[src/rtl/id_pkg.sv]
// Shared types and constants for the identifier token buffer.
package id_pkg;

    localparam int unsigned DEFAULT_MAX_LEN = 16;
    localparam int unsigned CHAR_W          = 8;
    localparam int unsigned CNT_W           = 16;

    typedef enum logic [1:0] {
        ST_IDLE    = 2'd0,
        ST_COLLECT = 2'd1,
        ST_EMIT    = 2'd2,
        ST_DROP    = 2'd3
    } state_e;

    // Address width for a storage of the given depth (at least one bit).
    function automatic int unsigned addr_w(input int unsigned depth);
        return (depth > 1) ? $clog2(depth) : 1;
    endfunction

endpackage

[src/rtl/id_char_buf.sv]
// Character storage: DEPTH x CHAR_W, one synchronous write port, one async read port.
// Contents are not reset; only indices below the current length are ever read.
module id_char_buf
    import id_pkg::*;
#(
    parameter int unsigned DEPTH = DEFAULT_MAX_LEN,
    parameter int unsigned AW    = addr_w(DEPTH)
) (
    input  logic              clk,
    input  logic              we_i,
    input  logic [AW-1:0]     waddr_i,
    input  logic [CHAR_W-1:0] wdata_i,
    input  logic [AW-1:0]     raddr_i,
    output logic [CHAR_W-1:0] rdata_o
);

    logic [CHAR_W-1:0] mem_q [DEPTH];

    // Write one character per accepted store.
    always_ff @(posedge clk) begin
        if (we_i) begin
            mem_q[waddr_i] <= wdata_i;
        end
    end

    assign rdata_o = mem_q[raddr_i];

endmodule

[src/rtl/id_token_buf.sv]
// Identifier token buffer: collects characters flagged by id_fsm into a local
// buffer and replays each completed identifier as a valid/ready beat stream.
// Optional feature: define ID_TOKEN_BUF_CNT_EN to enable the tok_cnt counter;
// without it tok_cnt is tied to zero.
module id_token_buf
    import id_pkg::*;
#(
    parameter int unsigned MAX_LEN = DEFAULT_MAX_LEN
) (
    input  logic                         clk,
    input  logic                         rst,
    input  logic [7:0]                   char,
    input  logic                         char_vld,
    output logic                         char_rdy,
    input  logic                         id_ok,
    output logic                         tok_vld,
    input  logic                         tok_rdy,
    output logic [7:0]                   tok_data,
    output logic                         tok_last,
    output logic [$clog2(MAX_LEN+1)-1:0] tok_len,
    output logic                         ovf,
    output logic [15:0]                  tok_cnt
);

    localparam int unsigned LEN_W = $clog2(MAX_LEN + 1);
    localparam int unsigned AW    = addr_w(MAX_LEN);
    localparam logic [LEN_W-1:0] LEN_MAX = LEN_W'(MAX_LEN);
    localparam logic [LEN_W-1:0] LEN_ONE = LEN_W'(1);

    state_e             state_q, state_d;
    logic [LEN_W-1:0]   len_q, len_d;
    logic [LEN_W-1:0]   idx_q, idx_d;
    logic [LEN_W-1:0]   tok_len_q, tok_len_d;
    logic               tok_vld_q, tok_vld_d;
    logic               tok_last_q, tok_last_d;
    logic [CHAR_W-1:0]  tok_data_q, tok_data_d;
    logic               ovf_q, ovf_d;
    logic               char_rdy_q, char_rdy_d;

    logic               xfer;
    logic               beat_done;
    logic               buf_we;
    logic [AW-1:0]      buf_waddr;
    logic [AW-1:0]      buf_raddr;
    logic [CHAR_W-1:0]  buf_rdata;

    assign xfer      = char_vld && char_rdy_q;
    assign beat_done = tok_vld_q && tok_rdy;

    id_char_buf #(
        .DEPTH (MAX_LEN),
        .AW    (AW)
    ) u_char_buf (
        .clk     (clk),
        .we_i    (buf_we),
        .waddr_i (buf_waddr),
        .wdata_i (char),
        .raddr_i (buf_raddr),
        .rdata_o (buf_rdata)
    );

    // Next-state logic: collect, overflow into drop, delimiter into emit, beat advance.
    always_comb begin
        state_d   = state_q;
        len_d     = len_q;
        idx_d     = idx_q;
        tok_len_d = tok_len_q;
        ovf_d     = 1'b0;
        buf_we    = 1'b0;
        buf_waddr = AW'(len_q);
        case (state_q)
            ST_IDLE: begin
                if (xfer && id_ok) begin
                    buf_we    = 1'b1;
                    buf_waddr = '0;
                    len_d     = LEN_ONE;
                    state_d   = ST_COLLECT;
                end
            end
            ST_COLLECT: begin
                if (xfer) begin
                    if (id_ok) begin
                        if (len_q == LEN_MAX) begin
                            ovf_d   = 1'b1;
                            len_d   = '0;
                            state_d = ST_DROP;
                        end else begin
                            buf_we = 1'b1;
                            len_d  = len_q + LEN_ONE;
                        end
                    end else begin
                        idx_d     = '0;
                        tok_len_d = len_q;
                        state_d   = ST_EMIT;
                    end
                end
            end
            ST_EMIT: begin
                if (beat_done) begin
                    if (tok_last_q) begin
                        len_d   = '0;
                        idx_d   = '0;
                        state_d = ST_IDLE;
                    end else begin
                        idx_d = idx_q + LEN_ONE;
                    end
                end
            end
            ST_DROP: begin
                if (xfer && !id_ok) begin
                    state_d = ST_IDLE;
                end
            end
            default: begin
                state_d = ST_IDLE;
            end
        endcase
    end

    assign buf_raddr = AW'(idx_d);

    // Next values of the registered outputs, looked up from the upcoming beat index.
    always_comb begin
        tok_vld_d  = (state_d == ST_EMIT);
        char_rdy_d = !tok_vld_d;
        tok_data_d = tok_vld_d ? buf_rdata : '0;
        tok_last_d = tok_vld_d && (idx_d == (len_d - LEN_ONE));
    end

    // State and output registers.
    always_ff @(posedge clk or posedge rst) begin
        if (rst) begin
            state_q    <= ST_IDLE;
            len_q      <= '0;
            idx_q      <= '0;
            tok_len_q  <= '0;
            tok_vld_q  <= 1'b0;
            tok_last_q <= 1'b0;
            tok_data_q <= '0;
            ovf_q      <= 1'b0;
            char_rdy_q <= 1'b1;
        end else begin
            state_q    <= state_d;
            len_q      <= len_d;
            idx_q      <= idx_d;
            tok_len_q  <= tok_len_d;
            tok_vld_q  <= tok_vld_d;
            tok_last_q <= tok_last_d;
            tok_data_q <= tok_data_d;
            ovf_q      <= ovf_d;
            char_rdy_q <= char_rdy_d;
        end
    end

    assign char_rdy = char_rdy_q;
    assign tok_vld  = tok_vld_q;
    assign tok_data = tok_data_q;
    assign tok_last = tok_last_q;
    assign tok_len  = tok_len_q;
    assign ovf      = ovf_q;

`ifdef ID_TOKEN_BUF_CNT_EN
    logic [CNT_W-1:0] tok_cnt_q;

    // Count tokens on their final beat handshake; wraps naturally.
    always_ff @(posedge clk or posedge rst) begin
        if (rst) begin
            tok_cnt_q <= '0;
        end else if (beat_done && tok_last_q) begin
            tok_cnt_q <= tok_cnt_q + CNT_W'(1);
        end
    end

    assign tok_cnt = tok_cnt_q;
`else
    assign tok_cnt = '0;
`endif

endmodule

[config.mk]
export PLATFORM = sky130hd
export DESIGN_NAME = id_token_buf
export DESIGN_NICKNAME = d
export VERILOG_FILES = /design/src/rtl/id_pkg.sv /design/src/rtl/id_char_buf.sv /design/src/rtl/id_token_buf.sv
export SDC_FILE = /design/constraint.sdc
export NUM_CORES = 1
export LEC_CHECK = 0
export CORE_MARGIN = 3
export CORE_UTILIZATION = 25
export CTS_CLUSTER_DIAMETER = 50
export DETAILED_ROUTE_END_ITERATION = 16
export GPL_TIMING_DRIVEN = 0
export PLACE_DENSITY = 0.47
export SYNTH_ARGS = -nofsm -noshare
export SYNTH_HDL_FRONTEND = slang
export SYNTH_SLANG_ARGS = --single-unit
[constraint.sdc]
create_clock -name clk -period 2.8 [get_ports clk]
set_input_delay 0.56 -clock clk [delete_from_list [all_inputs] [get_ports clk]]
set_output_delay 0.56 -clock clk [all_outputs]
set_load 0.05 [all_outputs]
# Word-level counts from Yosys, hierarchy flattened
# Memories as Yosys holds them, arrays and structs flattened.
# Cells that the tools add are included.
dict set report word_totals {
  reg_bits 29
  ram_bits 128
  inputBits 13
  output_inout_bits 33
  wordCells 63
  memories 1
}
# name depth word_bits rd rd_clocked_by_memory_dff wr line
set memory_table {}
lappend memory_table {u_char_buf.mem_q 16 8 1 0 1 id_char_buf.sv:17} ;# logic [CHAR_W-1:0] mem_q [DEPTH];
dict set report op_classes {
  n_addsub 3
  n_eq_ne 6
  n_mux 34
  bitwise 1
  reduce_logical 9
}
# op n
set op_table {}
lappend op_table {{$mux 5} 10}
lappend op_table {{$pmux 5 s3} 1}
lappend op_table {{$mux 2} 7}
lappend op_table {{$add 5x1->5 const B} 2}
lappend op_table {{$mux 1} 10}
lappend op_table {{$pmux 5 s2} 1}
lappend op_table {{$mux 4} 2}
lappend op_table {{$mux 8} 1}
lappend op_table {{$pmux 2 s4} 1}
lappend op_table {{$eq 2x2->1 const B} 3}
lappend op_table {{$eq 5x5->1} 1}
lappend op_table {{$eq 5x5->1 const B} 1}
lappend op_table {{$logic_and 1x1->1} 5}
lappend op_table {{$sub 5x1->5 const B} 1}
lappend op_table {{$reduce_and 3->1} 1}
lappend op_table {{$eq 2x1->1 const B} 1}
lappend op_table {{$logic_not 1->1} 2}
lappend op_table {{$logic_not 2->1} 1}
lappend op_table {{$pmux 1 s2} 1}
lappend op_table {{$not 1->1} 1}

# Longest topological paths before layout
dict set report logic_depth {
  word_depth 8
  depth_mapped 12
  depth_no_buf 11
}

# Hierarchy
# A second synthesis with hierarchy kept.
dict set report unflattened {
  cells_unflattened 403
  area_unflattened_um2 6711.4
}
# mod n_inst cells_each area_each_um2 seq_area_each_um2
set modules_own_cells {}
lappend modules_own_cells {id_char_buf 1 221 4987.3 3843.7}
lappend modules_own_cells {id_token_buf 1 182 1724.2 726.9}

# Worst setup path before layout
# OpenSTA, ideal clock, no wires.
dict set report synth_timing {
  kind {register to register}
  start {reg char_rdy_q (netlist: char_rdy)}
  end {reg tok_last_q (netlist: tok_last)}
  setup_ps 99
  arrival_time_ps 2477
  t_required_ps 2701
  setup_slack_ps 224
  stages_incl_launch_ff 10
  n_path_buf 1
  synth_period_minus_slack_ps 2576
  path_cell_list {dfstp_2 > buf_4 > nand3_1 > o21a_1 > nor3_2 > inv_1 > ha_1 > nor4_2 > a32oi_1 > a311oi_1}
}
dict set report synth_via {
  elab_chain_cells 7
  word_cells_on_any_way 16
  classes_between {add/sub: 1; eq/ne: 2; mux: 9; reduce/logical: 4}
}
# element line
set synth_lines {}
lappend synth_lines {{start: declaration} id_token_buf.sv:38} ;# logic char_rdy_q, char_rdy_d;
lappend synth_lines {{start signal: assignment} id_token_buf.sv:151} ;# char_rdy_q <= char_rdy_d;
lappend synth_lines {{$logic_and 1x1->1 *} id_token_buf.sv:47} ;# assign xfer = char_vld && char_rdy_q;
lappend synth_lines {{$logic_and 1x1->1} id_token_buf.sv:73} ;# if (xfer && id_ok) begin
lappend synth_lines {{$mux 5} id_token_buf.sv:73}
lappend synth_lines {{$pmux 5 s3 *} id_token_buf.sv:71} ;# case (state_q)
lappend synth_lines {{net len_d[0]} id_token_buf.sv:31} ;# logic [LEN_W-1:0] len_q, len_d;
lappend synth_lines {{$sub 5x1->5 *} id_token_buf.sv:127} ;# tok_last_d = tok_vld_d && (idx_d == (len_d - LEN_ONE));
lappend synth_lines {{$eq 5x5->1 *} id_token_buf.sv:127}
lappend synth_lines {{$logic_and 1x1->1 *} id_token_buf.sv:127}
lappend synth_lines {{net tok_last_d} id_token_buf.sv:35} ;# logic tok_last_q, tok_last_d;
lappend synth_lines {{end signal: assignment} id_token_buf.sv:148} ;# tok_last_q <= tok_last_d;
lappend synth_lines {{end: declaration} id_token_buf.sv:35}
# The timed path passes the listed nets; every way through them passes the cells marked *.
# A chain may end at the register's enable or synchronous reset.

# Worst setup path in the final report
dict set report layout_timing {
  start {in tok_rdy}
  end {reg tok_data_q[4] (netlist: tok_data[4])}
}
dict set report layout_via {
  elab_chain_cells 5
  word_cells_on_any_way 8
  classes_between {eq/ne: 1; mux: 5; reduce/logical: 1; memory: 1}
}
# element line
set layout_lines {}
lappend layout_lines {{start: declaration} id_token_buf.sv:17} ;# input logic tok_rdy,
lappend layout_lines {{$logic_and 1x1->1 *} id_token_buf.sv:48} ;# assign beat_done = tok_vld_q && tok_rdy;
lappend layout_lines {{$mux 5 or $mux 2 (tied branches)} id_token_buf.sv:99} ;# if (beat_done) begin
lappend layout_lines {{$pmux 5 s2 or $pmux 2 s4 (tied branches)} id_token_buf.sv:71}
lappend layout_lines {{$mem_v2 16x8 or $eq 2x2->1 (tied branches)} --}
lappend layout_lines {{$mux 8 *} id_token_buf.sv:126} ;# tok_data_d = tok_vld_d ? buf_rdata : '0;
lappend layout_lines {{net tok_data_d[4]} id_token_buf.sv:36} ;# logic [CHAR_W-1:0] tok_data_q, tok_data_d;
lappend layout_lines {{end signal: assignment} id_token_buf.sv:149} ;# tok_data_q <= tok_data_d;
lappend layout_lines {{end: declaration} id_token_buf.sv:36}
# Marks and branches as above.

==> results.json <==
{
  "grt_pass1_vias": 4571,
  "drtIter0Drc": 314,
  "ant_nets": 0,
  "ctsRootBufferMaster": "clkbuf_16",
  "placement_rows": 61,
  "dp_cells": 948,
  "path_delay_family": "simple AND/OR/NAND/NOR gates",
  "synth_cell_types": 72,
  "numCtsBuffers": 17,
  "crit_top_cell": "nand2_1",
  "intPower_w": 0.004469,
  "clock.fmax_mhz": 376.8,
  "synthArstFlopShare": 0.1847,
  "power.net_switching_w": 0.001787,
  "layout_min_cycle_time_ns": 2.654,
  "slowest_delay_ns": 0.53,
  "design_area_sq_mm": 0.008798,
  "avgSynthCellArea_sq_um": 13.43,
  "postCtsHoldBufs": 0,
  "fp.dieH_um": 174.4,
  "h-tree-depth": 4,
  "synth_edf_count": 128,
  "gp_congestion": 0.7753,
  "p_leak_nw": 3.009,
  "cp_cell_sequence": "clkdlybuf4s50_1, and3_1, and3_4, a41o_2, nand2_1, nand2_1, o211ai_1, nor3_2",
  "placed_cell_area_sq_mm": 0.007893,
  "cp-end-kind": "register",
  "n_antenna_cell": 0,
  "io_pins": 46,
  "maxCapViolCount": 0,
  "synth-seq-area-share": 0.6444,
  "clk_pin_slew_worst_paths_ns": 0.06,
  "status": "completed",
  "antenna_found_initial": 0,
  "crit_fanout": 8,
  "arrival_ns": 2.96,
  "slew_viol_final": 0,
  "min_path_type": "register to register",
  "slew_headroom": 0.3589,
  "synth-seq-cells": 157,
  "nets": 616,
  "swShare": 0.2857,
  "setup_viol": 0,
  "grt_max_degree": 30,
  "cp_data_required_time_ns": 3.10,
  "rr_startpoint": "state_q[1]$_DFF_PP0_",
  "timing.critical_path.buf_inv": 1,
  "synth_area_sq_mm": 0.007093,
  "start_util": 0.2546,
  "crit_start": "tok_rdy",
  "drc": 0,
  "clkSinkCount": 157,
  "critPathSlowestCell": "clkdlybuf4s50_1",
  "p_seq_frac": 0.430,
  "final_cells": 985,
  "grt_use_total": 0.1156,
  "wl_per_cell_um": 17.67,
  "peakVddDrop_mv": 0.4696,
  "worstSetupPathType": "input port to register",
  "dr.pass1.iters": 4,
  "num_vias": 4471,
  "skew_ns": 0.01116,
  "final_hold_viol_count": 0,
  "layout_common_cells": "edfxtp_1, nand2_1, mux2i_1, clkdlybuf4s50_1, nand3_1",
  "core_area_sq_mm": 0.02786,
  "worstHoldStart": "tok_len[4]$_DFFE_PP0P_",
  "grt_pass1_wl_um": 26650,
  "cts_tree": "built",
  "total_power_w": 0.006256,
  "clock_path_buffers": 2,
  "synth_warnings": 0,
  "viasPerCell": 4.539,
  "grt-ovfl-total": 0,
  "rsz0062_at_grt": "true",
  "start_kind": "input port",
  "mostFrequentLayoutCell": "edfxtp_1",
  "power.density_mw_per_mm2": 711.1,
  "worstSkewPairLatency_ns": 0.43,
  "dieArea_sq_mm": 0.03043,
  "num-fill-cells": 2759,
  "period_share": 0.9477,
  "p_comb_frac": 0.197,
  "worst_slew_pin_slew_ns": 0.9582,
  "finalSetupTns_ns": 0,
  "wirelength_um": 17400,
  "io_buffers": 27,
  "p_clk_frac": 0.373,
  "die_x_um": 174.4,
  "ys.flop_type": "edfxtp_1",
  "syn-instance-count": 528,
  "area_growth_pct": 24.04,
  "drive_gt1_frac": 0.2372,
  "hpwl_um": 12100
}
-- layer usage --
| metal | share of wire | track usage |
|---|---|---|
| met2 | 0.50 | 0.1966 |
| met4 | 0.016 | 0.04189 |
| met1 | 0.45 | 0.1446 |
| met5 | 0 | 0 |
| met3 | 0.035 | 0.02556 |
-- repair_timing --
| item | 4_1_cts | 5_1_grt |
|---|---|---|
| endpoints found under the setup margin | 129 | 129 |
| setup buffers | 5 | 0 |
| pin swaps | 5 | 1 |
| gates resized for setup | 23 | 35 |
-- cells by family after synthesis --
family                     synth area share
AOI/OAI and AO/OA                   0.08908
xor gates and xnor gates           0.007409
adders and majority gates           0.01588
buffers and inverters               0.05080
DFF                                  0.6444
muxes                               0.06015
other                             0.0005287
and+or+nand+nor                      0.1318
-- power groups by stage --
stage | combinational, W | sequential (W) | clock (W)
after floorplan | 0.000719 | 0.00282 | 0
after global placement | 0.00111 | 0.00272 | 0
after detailed placement | 0.00113 | 0.00272 | 0
after CTS | 0.00116 | 0.00268 | 0.00238
after global routing | 0.00134 | 0.00270 | 0.00247
final | 0.00124 | 0.00269 | 0.00233
-- final cells by class --
cell class              count  area, sq um  share of cell area
well taps                 378        473.0             0.05375
inverters                  18        72.57            0.008248
repair buffers             32        345.3             0.03925
clock inverters            15        171.4             0.01948
plain buffers              39        305.3             0.03470
clock buffers              17        425.4             0.04835
flip-flops and latches    157         4574              0.5199
multi-input cells         329         2431              0.2763
-- Yosys cell counts (4+ instances only) --
| library cell | number | share of area |
|---|---|---|
| a21oi_1 | 12 | 0.0085 |
| a32oi_1 | 16 | 0.020 |
| buf_2 | 8 | 0.0056 |
| buf_4 | 24 | 0.025 |
| buf_6 | 4 | 0.0063 |
| dfrtp_1 | 28 | 0.099 |
| edfxtp_1 | 128 | 0.54 |
| ha_1 | 9 | 0.016 |
| inv_1 | 15 | 0.0079 |
| mux2i_1 | 37 | 0.052 |
| nand2_1 | 85 | 0.045 |
| nand3_1 | 30 | 0.021 |
| nand4_1 | 5 | 0.0044 |
| nor2_1 | 22 | 0.012 |
| nor3_1 | 7 | 0.0049 |
| nor3_2 | 8 | 0.011 |
| o211ai_1 | 10 | 0.011 |
| o21ai_0 | 4 | 0.0028 |
| o21ai_1 | 4 | 0.0028 |
| xnor2_1 | 5 | 0.0062 |
-- path summary, 6_finish.rpt --
| path | to | slack (ns) | cells after the start |
|---|---|---|---|
| max in group asynchronous | len_q[0]$_DFF_PP0_ | 1.74 | 2 |
| min in group asynchronous | tok_data[5]$_DFF_PP0_ | 0.56 | 2 |
| worst max register to register | tok_data[4]$_DFF_PP0_ | 0.17 | 12 |
| worst max-delay path | tok_data[4]$_DFF_PP0_ | 0.15 | 8 |
| worst min-delay path | tok_len[4]$_DFFE_PP0P_ | 0.51 | 1 |
| worst min register to register | tok_len[4]$_DFFE_PP0P_ | 0.51 | 1 |
-- registers in the layout, summed over array words and instances (netlist names) --
name              cells
idx_q                 5
u_char_buf.mem_q    128
ovf                   1
tok_len               5
tok_data              8
char_rdy              1
state_q               2
tok_last              1
len_q                 5
tok_vld               1
-- metrics by stage --
step / util / hold WS, ns / setup WS, ns
3_3_place_gp: 0.2833 / 0.4809 / -0.5195
6_report: 0.3158 / 0.5084 / 0.1463
5_1_grt: 0.3158 / 0.5404 / -0.01026
3_5_place_dp: 0.2833 / 0.4960 / -0.6326
2_1_floorplan: - / 0.5405 / 0.2240
4_1_cts: 0.3108 / 0.4881 / -0.1552
(Power assumes the default switching activity.)
